## src/rtl/ysyx_22050550_clint_axi_pkg.sv

```systemverilog
// Shared constants for the CLINT AXI4-Lite bridge: FSM state codes,
// response codes, default CLINT register addresses and the address check.
package ysyx_22050550_clint_axi_pkg;

    localparam logic [2:0] ST_IDLE      = 3'd0;
    localparam logic [2:0] ST_W_WAIT_AW = 3'd1;
    localparam logic [2:0] ST_W_WAIT_W  = 3'd2;
    localparam logic [2:0] ST_W_EXEC    = 3'd3;
    localparam logic [2:0] ST_W_RESP    = 3'd4;
    localparam logic [2:0] ST_R_RESP    = 3'd5;

    typedef logic [1:0] resp_t;

    localparam resp_t RESP_OKAY   = 2'b00;
    localparam resp_t RESP_SLVERR = 2'b10;

    localparam logic [63:0] DEF_MTIME_ADDR    = 64'h0000_0000_0200_BFF8;
    localparam logic [63:0] DEF_MTIMECMP_ADDR = 64'h0000_0000_0200_4000;

    // Only the two 8-byte aligned timer registers are reachable.
    function automatic logic addr_legal(input logic [63:0] addr,
                                        input logic [63:0] mtime_addr,
                                        input logic [63:0] mtimecmp_addr);
        return ((addr == mtime_addr) || (addr == mtimecmp_addr)) && (addr[2:0] == 3'b000);
    endfunction

endpackage

```

## src/rtl/ysyx_22050550_strb_merge.sv

```systemverilog
// Byte merge of write data into the current CLINT word. Honours wstrb only
// when YSYX_22050550_CLINT_WSTRB_EN is defined; otherwise passes wdata through.
module ysyx_22050550_strb_merge (
    input  logic [63:0] wdata,
    input  logic [63:0] rdata,
    input  logic [7:0]  strb,
    output logic [63:0] merged
);

`ifdef YSYX_22050550_CLINT_WSTRB_EN
    generate
        for (genvar gi = 0; gi < 8; gi++) begin : g_byte
            assign merged[gi*8 +: 8] = strb[gi] ? wdata[gi*8 +: 8] : rdata[gi*8 +: 8];
        end
    endgenerate
`else
    logic unused_inputs;
    assign unused_inputs = ^{rdata, strb};
    assign merged        = wdata;
`endif

endmodule

```

## src/rtl/ysyx_22050550_clint_axi.sv

```systemverilog
// AXI4-Lite slave front-end for the CLINT timer registers, one transaction at a time.
// Optional byte-strobe read-modify-write is enabled by YSYX_22050550_CLINT_WSTRB_EN.
module ysyx_22050550_clint_axi
    import ysyx_22050550_clint_axi_pkg::*;
#(
    parameter logic [63:0] MTIME_ADDR    = DEF_MTIME_ADDR,
    parameter logic [63:0] MTIMECMP_ADDR = DEF_MTIMECMP_ADDR
) (
    input  logic        clock,
    input  logic        reset,

    input  logic        awvalid,
    output logic        awready,
    input  logic [63:0] awaddr,

    input  logic        wvalid,
    output logic        wready,
    input  logic [63:0] wdata,
    input  logic [7:0]  wstrb,

    output logic        bvalid,
    input  logic        bready,
    output logic [1:0]  bresp,

    input  logic        arvalid,
    output logic        arready,
    input  logic [63:0] araddr,

    output logic        rvalid,
    input  logic        rready,
    output logic [63:0] rdata,
    output logic [1:0]  rresp,

    output logic        clint_ren,
    output logic [63:0] clint_raddr,
    output logic        clint_wen,
    output logic [63:0] clint_waddr,
    output logic [63:0] clint_wdata,
    input  logic [63:0] clint_rdata
);

    logic [2:0]  state_reg, state_next;
    logic [63:0] addr_reg, addr_next;
    logic [63:0] data_reg, data_next;
    logic [7:0]  strb_reg, strb_next;
    logic [63:0] rdata_reg, rdata_next;
    resp_t       bresp_reg, bresp_next;
    resp_t       rresp_reg, rresp_next;

    logic        idle;
    logic        exec;
    logic        ar_fire;
    logic        exec_legal;
    logic        rd_legal;
    logic [63:0] merged;

    // Ready/strobe outputs are qualified by reset so nothing leaks while it is held.
    assign idle       = reset && (state_reg == ST_IDLE);
    assign exec       = reset && (state_reg == ST_W_EXEC);
    assign awready    = idle || (reset && (state_reg == ST_W_WAIT_AW));
    assign wready     = idle || (reset && (state_reg == ST_W_WAIT_W));
    assign arready    = idle && !awvalid && !wvalid;
    assign ar_fire    = arready && arvalid;

    assign exec_legal = addr_legal(addr_reg, MTIME_ADDR, MTIMECMP_ADDR);
    assign rd_legal   = addr_legal(araddr, MTIME_ADDR, MTIMECMP_ADDR);

    assign bvalid     = (state_reg == ST_W_RESP);
    assign rvalid     = (state_reg == ST_R_RESP);
    assign bresp      = bresp_reg;
    assign rresp      = rresp_reg;
    assign rdata      = rdata_reg;

    assign clint_ren   = ar_fire || exec;
    assign clint_raddr = (state_reg == ST_W_EXEC) ? addr_reg : araddr;
    assign clint_wen   = exec && exec_legal;
    assign clint_waddr = addr_reg;
    assign clint_wdata = merged;

    ysyx_22050550_strb_merge u_strb_merge (
        .wdata  (data_reg),
        .rdata  (clint_rdata),
        .strb   (strb_reg),
        .merged (merged)
    );

    always_comb begin
        state_next = state_reg;
        addr_next  = addr_reg;
        data_next  = data_reg;
        strb_next  = strb_reg;
        rdata_next = rdata_reg;
        bresp_next = bresp_reg;
        rresp_next = rresp_reg;
        case (state_reg)
            ST_IDLE: begin
                if (awvalid && wvalid) begin
                    addr_next  = awaddr;
                    data_next  = wdata;
                    strb_next  = wstrb;
                    state_next = ST_W_EXEC;
                end else if (awvalid) begin
                    addr_next  = awaddr;
                    state_next = ST_W_WAIT_W;
                end else if (wvalid) begin
                    data_next  = wdata;
                    strb_next  = wstrb;
                    state_next = ST_W_WAIT_AW;
                end else if (arvalid) begin
                    rdata_next = rd_legal ? clint_rdata : 64'd0;
                    rresp_next = rd_legal ? RESP_OKAY : RESP_SLVERR;
                    state_next = ST_R_RESP;
                end
            end
            ST_W_WAIT_AW: begin
                if (awvalid) begin
                    addr_next  = awaddr;
                    state_next = ST_W_EXEC;
                end
            end
            ST_W_WAIT_W: begin
                if (wvalid) begin
                    data_next  = wdata;
                    strb_next  = wstrb;
                    state_next = ST_W_EXEC;
                end
            end
            ST_W_EXEC: begin
                bresp_next = exec_legal ? RESP_OKAY : RESP_SLVERR;
                state_next = ST_W_RESP;
            end
            ST_W_RESP: begin
                if (bready) state_next = ST_IDLE;
            end
            ST_R_RESP: begin
                if (rready) state_next = ST_IDLE;
            end
            default: state_next = ST_IDLE;
        endcase
    end

    always_ff @(posedge clock or negedge reset) begin
        if (!reset) begin
            state_reg <= ST_IDLE;
            addr_reg  <= 64'd0;
            data_reg  <= 64'd0;
            strb_reg  <= 8'd0;
            rdata_reg <= 64'd0;
            bresp_reg <= RESP_OKAY;
            rresp_reg <= RESP_OKAY;
        end else begin
            state_reg <= state_next;
            addr_reg  <= addr_next;
            data_reg  <= data_next;
            strb_reg  <= strb_next;
            rdata_reg <= rdata_next;
            bresp_reg <= bresp_next;
            rresp_reg <= rresp_next;
        end
    end

endmodule

```

## config.mk

```make
export PLATFORM = sky130hd
export DESIGN_NAME = ysyx_22050550_clint_axi
export DESIGN_NICKNAME = d
export VERILOG_FILES = /design/src/rtl/ysyx_22050550_clint_axi_pkg.sv /design/src/rtl/ysyx_22050550_strb_merge.sv /design/src/rtl/ysyx_22050550_clint_axi.sv
export SDC_FILE = /design/constraint.sdc
export NUM_CORES = 1
export LEC_CHECK = 0
export CELL_PAD_IN_SITES_DETAIL_PLACEMENT = 0
export CELL_PAD_IN_SITES_GLOBAL_PLACEMENT = 2
export CORE_AREA = 3 3 209 211
export CTS_BUF_LIST = sky130_fd_sc_hd__clkbuf_4
export DETAILED_ROUTE_END_ITERATION = 8
export DIE_AREA = 0 0 212 214
export GPL_TIMING_DRIVEN = 0
export PLACE_DENSITY = 0.85
export REMOVE_ABC_BUFFERS = 1
export SYNTH_ARGS = -nofsm -noshare
export SYNTH_HDL_FRONTEND = slang
export SYNTH_SLANG_ARGS = --single-unit
```

## constraint.sdc

```tcl
create_clock -name clock -period 3.1 [get_ports clock]
set_clock_uncertainty 0.1 [all_clocks]
set_input_delay 0.62 -clock clock [delete_from_list [all_inputs] [get_ports clock]]
set_output_delay 0.62 -clock clock [all_outputs]
set_load 0.02 [all_outputs]
```

# Yosys cells after proc, flatten, opt, wreduce, memory -nomap -nowiden
# Index checks and enable logic that the tools add are counted.
dict set report classes {
  add_sub_neg 0
  mul 0
  n_div 0
  magnitude_cmp 0
  eq_ne 15
  shifts 0
  n_mux 20
  bitwise_logic 3
  reduce_logical 26
}
# op n
set op_table {}
lappend op_table {{2-to-1 mux 64 bit} 7}
lappend op_table {{== test 64 x 26 -> 1 bit, second input constant} 4}
lappend op_table {{case mux 64 bit (2 select lines)} 2}
lappend op_table {{2-to-1 mux 3 bit} 8}
lappend op_table {{case mux 3 bit (6 select lines)} 1}
lappend op_table {{logical AND 1 bit} 11}
lappend op_table {{AND reduction 5 bit} 2}
lappend op_table {{zero test 3 bit} 3}
lappend op_table {{== test 3 x 2 -> 1 bit, second input constant} 2}
lappend op_table {{== test 3 bit, second input constant} 2}
lappend op_table {{logical OR 1 bit} 5}
lappend op_table {{!= test 5 x 4 -> 1 bit, second input constant} 1}
lappend op_table {{2-to-1 mux 2 bit} 2}
lappend op_table {{!= test 2 x 1 -> 1 bit, second input constant} 2}
lappend op_table {{!= test 2 bit, second input constant} 2}
lappend op_table {{nonzero test 2 bit} 2}
lappend op_table {{== test 3 x 1 -> 1 bit, second input constant} 1}
lappend op_table {{!= test 3 x 2 -> 1 bit, second input constant} 1}
lappend op_table {{inverter 1 bit} 3}
lappend op_table {{zero test 1 bit} 2}
lappend op_table {{AND reduction 2 bit} 1}
dict set report totals {
  regBits 199
  latchBits 0
  ram_bits 0
  rom_bits 0
  in_bits 271
  out_inout_bits 267
  elab_cells 70
  memories 0
}

# Longest topological paths before layout
dict set report logic_depth {
  ltp_word 6
  depth_mapped 7
  ltp_nobuf 4
}

# By module
# A second synthesis with hierarchy kept.
dict set report hier_totals {
  cells_unflattened 955
  area_unflattened_um2 9323.9
}
# mod n_inst cells_per_inst area_each_um2 seq_area_each_um2
set by_module_without_submodules {}
lappend by_module_without_submodules {ysyx_22050550_clint_axi 1 891 8843.5 5129.9}
lappend by_module_without_submodules {ysyx_22050550_strb_merge 1 64 480.5 0.0}

# Least setup slack after synthesis
# No wires, ideal clock.
dict set report synth_path {
  path_kind {register to output}
  from {reg with a tool-made name}
  to {out clint_wen}
  t_arrival_ps 2079
  required_time_ps 2380
  setup_slack_ps 301
  stages_incl_launch_ff 5
  n_path_buf 0
  path_cell_list {dfrtp_1 > or4_1 > nor4_1 > a31oi_1 > nor4b_1}
}
# element line
set synth_lines {}
lappend synth_lines {{to (decl)} ysyx_22050550_clint_axi.sv:36} ;# output logic clint_wen,

# Final worst setup path
dict set report layout_path {
  from {reg state_reg[2]}
  to {out clint_wen}
}
dict set report layout_via {
  elab_chain_cells 3
}
# element line
set layout_rtl {}
lappend layout_rtl {{from (decl)} ysyx_22050550_clint_axi.sv:42} ;# logic [2:0] state_reg, state_next;
lappend layout_rtl {{from (signal assigned)} ysyx_22050550_clint_axi.sv:152} ;# state_reg <= state_next;
lappend layout_rtl {{== test 3 x 2 -> 1 bit} ysyx_22050550_clint_axi.sv:59} ;# assign exec = reset && (state_reg == ST_W_EXEC);
lappend layout_rtl {{logical AND 1 bit} ysyx_22050550_clint_axi.sv:59}
lappend layout_rtl {{logical AND 1 bit} ysyx_22050550_clint_axi.sv:76} ;# assign clint_wen = exec && exec_legal;
# Every way passes these cells.

==> results_dict.tcl <==
set metrics [dict create \
    status "complete, but fails checks" \
    violations "setup timing" \
    r2r-start "state_reg[2]" \
    fin_crit_sh_pct 105 \
    synth_seq_area_share_pct 57.9 \
    endpoint_kind "primary output" \
    drive_above_1_share_pct 28.6 \
    report.final.slew_viol_count 0 \
    seq_area_um2 4930 \
    std_cell_rows 75 \
    ys_top_cells_by_area "dfrtp_1, mux2_2, a32o_1" \
    timing.rr.end "rdata[27]" \
    grt-ovfl-total 0 \
    ys_ff_latch 197 \
    async_flop_share_pct 100 \
    period_minus_slack_ns 3.25 \
    drt_iter0_markers 305 \
    dr.pass1.iters 6 \
    die_y_um 214 \
    grt_pass1_vias 8122 \
    cp.arrival_ns 2.53 \
    cpPeakStageDelay_ns 0.43 \
    synth-edff-count 0 \
    worst_slew_pin_slew_ns 0.816 \
    ys.flop_type "dfrtp_1" \
    most-common-layout-cells "clkdlybuf4s50_1, dfrtp_1, mux2_2" \
    p_seq_share_pct 34.3 \
    cts-htree-levels 4 \
    cp-start-kind "register" \
    vias 7534 \
    crit_buf_inv 3 \
    hold_path_class "register to register" \
    synthDistinctLibCells 37 \
    cp-endpoint "clint_wen" \
    grtUsageMet1_pct 16.8 \
    place.gp.congestion 0.778 \
    num-fill-cells 4143 \
    rrSetupSlack_ns 0.47 \
    grt_pass1_wl_mm 52.0 \
    die-area_um2 45400 \
    cts_buffers 17 \
    cp_slowest_cell "dfrtp_2" \
    clock-root-buffer "clkbuf_4" \
    die_x_um 212 \
    cp-startpoint "state_reg[2]" \
    internal_power_w 0.00764 \
    nets 1396 \
    synth_xor_area_share_pct 0 \
    core-area_um2 41900 \
    max_cap_violations 0 \
    wl_mm 35.9 \
    synth_top_area_share_pct 57.9 \
    p_clk_share_pct 12.3 \
    fin_setup_tns_ns -0.146 \
    crit_cells 7 \
    ys_warn_count 0 \
    finalHoldViolCount 0 \
    ir_drop_uv 511 \
    path_max_fanout 6 \
    hold_slack_ns 0.410 \
    rr_worst_depth 11 \
    power.net_switching_w 0.00501 \
    maxSlewHeadroom_pct 45.6 \
    cts_tree "done" \
    syn_avg_cell_area_um2 14.6 \
    insertion_delay_ns 0.65 \
    synthSimpleGateAreaFrac_pct 5.32 \
    io_buffers 527 \
    synth-compound-area-share_pct 8.62 \
    placed_area_um2 14600 \
    setup_viol 1 \
    power_leakage_nw 6.05 \
    hpwl_mm 26.7 \
    use_met2_pct 27.6 \
    drcViolationCount 0 \
    synth_cells 583 \
    cts_sinks 197 \
    p_comb_share_pct 53.4 \
    clk_transition_reported_paths_ns 0.16 \
    synth_area_um2 8520 \
    cp_top_family "simple AND/OR/NAND/NOR gates" \
    worstPathCellList "nand3b_1 -> buf_12 -> buf_4 -> nor4_4 -> nand4_1 -> nor4b_2 -> buf_4" \
    worst-setup-path-type "register to primary output" \
    busiest_layer "met2" \
    avgViaCountPerCell 4.48 \
    cellPowerDensity_nw_per_um2 836 \
    detail-route-antenna-nets 0 \
    max_freq_mhz 308 \
    cp.required_ns 2.38 \
    fin_area_um2 15100 \
    grt_usage_pct 15.3 \
    p_sw_share_pct 39.6 \
    layout_commonest_cell "clkdlybuf4s50_1" \
    rsz0062_at_grt "true" \
    antenna_found_initial 3 \
    grt_start_max_net_pins 94 \
    multi_input_area_um2 3480 \
    yosysTopAreaCell "dfrtp_1" \
    io_pins 538 \
    synth_top_family_by_area "multiplexers" \
    initial_utilization_pct 20.3 \
    synth.mux.area_fraction_pct 25.4 \
    clock_path_buffers 2 \
    crit_top_cell "buf_4" \
    synthAdderAreaFrac_pct 0 \
    fin_ws_ns -0.146 \
    area_delta_synth_final_pct 77.6 \
    wire_per_inst_um 21.4 \
    met3_usage_pct 5.30 \
]
==> power by group through the flow <==
stage,Sequential (W),Combinational [W],Clock (W)
5_1_grt,0.00448,0.00710,0.00174
3_3_place_gp,0.00437,0.00660,0
4_1_cts,0.00435,0.00675,0.00167
6_report,0.00433,0.00675,0.00156
3_5_place_dp,0.00441,0.00668,0
2_1_floorplan,0.00518,0.00222,0
==> how the worst min path moves through the flow <==
| stage | start | end | slack (ns) | cells after the start |
|---|---|---|---|---|
| CTS | wdata[58] | data_reg[58] | 0.33 | 2 |
| finish | rdata[36] | rdata[36] | 0.41 | 1 |
| global route | wdata[50] | data_reg[50] | 0.35 | 2 |
| floorplan | reset | asynchronous set/reset pin | 0.22 | 0 |
| global placement | rdata[8] | rdata[8] | 0.37 | 1 |
| detailed placement | rdata[40] | rdata[40] | 0.38 | 1 |
==> through the flow <==
step                      cells  setup slack, ns  total power, W  utilization [%]
after floorplan             538            -1.48         0.00740                -
after global placement     1604            -7.48          0.0110             33.9
after detailed placement   1619            -1.20          0.0111             34.7
after CTS                  1676           -0.362          0.0128             35.8
after global routing       1679           -0.401          0.0133             36.1
final                      1680           -0.146          0.0126             36.1
==> final cells by class <==
cell class	count	share of cell area, %
Clock inverter	14	1.16
Inverter	1	0.0248
Clock buffer	18	0.893
Timing Repair Buffer	566	37.8
Antenna cell	3	0.0496
Tap cell	539	4.46
Multi-Input combinational cell	342	23.0
Sequential cell	197	32.6
==> metal layers <==
layer,routed length (um),up-vias
met3,3100,38
met1,13600,3792
met5,0,-
li1,-,3356
met4,667,0
met2,18500,348
==> synthesized netlist by cell type, types with 2 or more instances <==
library cell,instances
mux2_2,192
nand3b_1,3
nor3_1,2
clkbuf_1,25
and2_1,2
nor3b_1,3
nor4b_1,4
buf_6,5
buf_1,6
nand2b_1,2
and4_1,2
nand4_1,7
dfrtp_1,197
buf_4,3
nor2_1,5
a32o_1,64
nor4_1,27
nand2_1,3
buf_2,7
a31oi_1,2
nand3_1,5
a21oi_1,2
==> cells by family (layout without fill, tap and decap cells) <==
group	count (synthesis)	after routing
other	1	5
DFF	197	197
buffers and inverters	47	599
AOI/OAI and AO/OA	75	75
and+or+nand+nor	71	73
muxes	192	192
==> what timing repair did <==
action                                  in CTS  in global routing
endpoints found under the setup margin     125                 63
gates resized for setup                    215                 51
pin swaps                                    7                  4
gates cloned                                 3                  0
endpoints found under the hold margin       93                  0
hold buffers                                 3                  0
buffers inserted                            19                  1
==> worst reg2reg max path, cell delays in order, from the launching register on <==
cell	delay, ns
dfrtp_2	0.43
buf_4	0.13
buf_4	0.14
nor2_4	0.24
nand3_4	0.12
buf_4	0.26
a2111oi_4	0.20
buf_4	0.20
buf_6	0.17
buf_6	0.20
buf_6	0.20
a32o_1	0.19
Note: power is estimated with default switching activity, not from simulation.
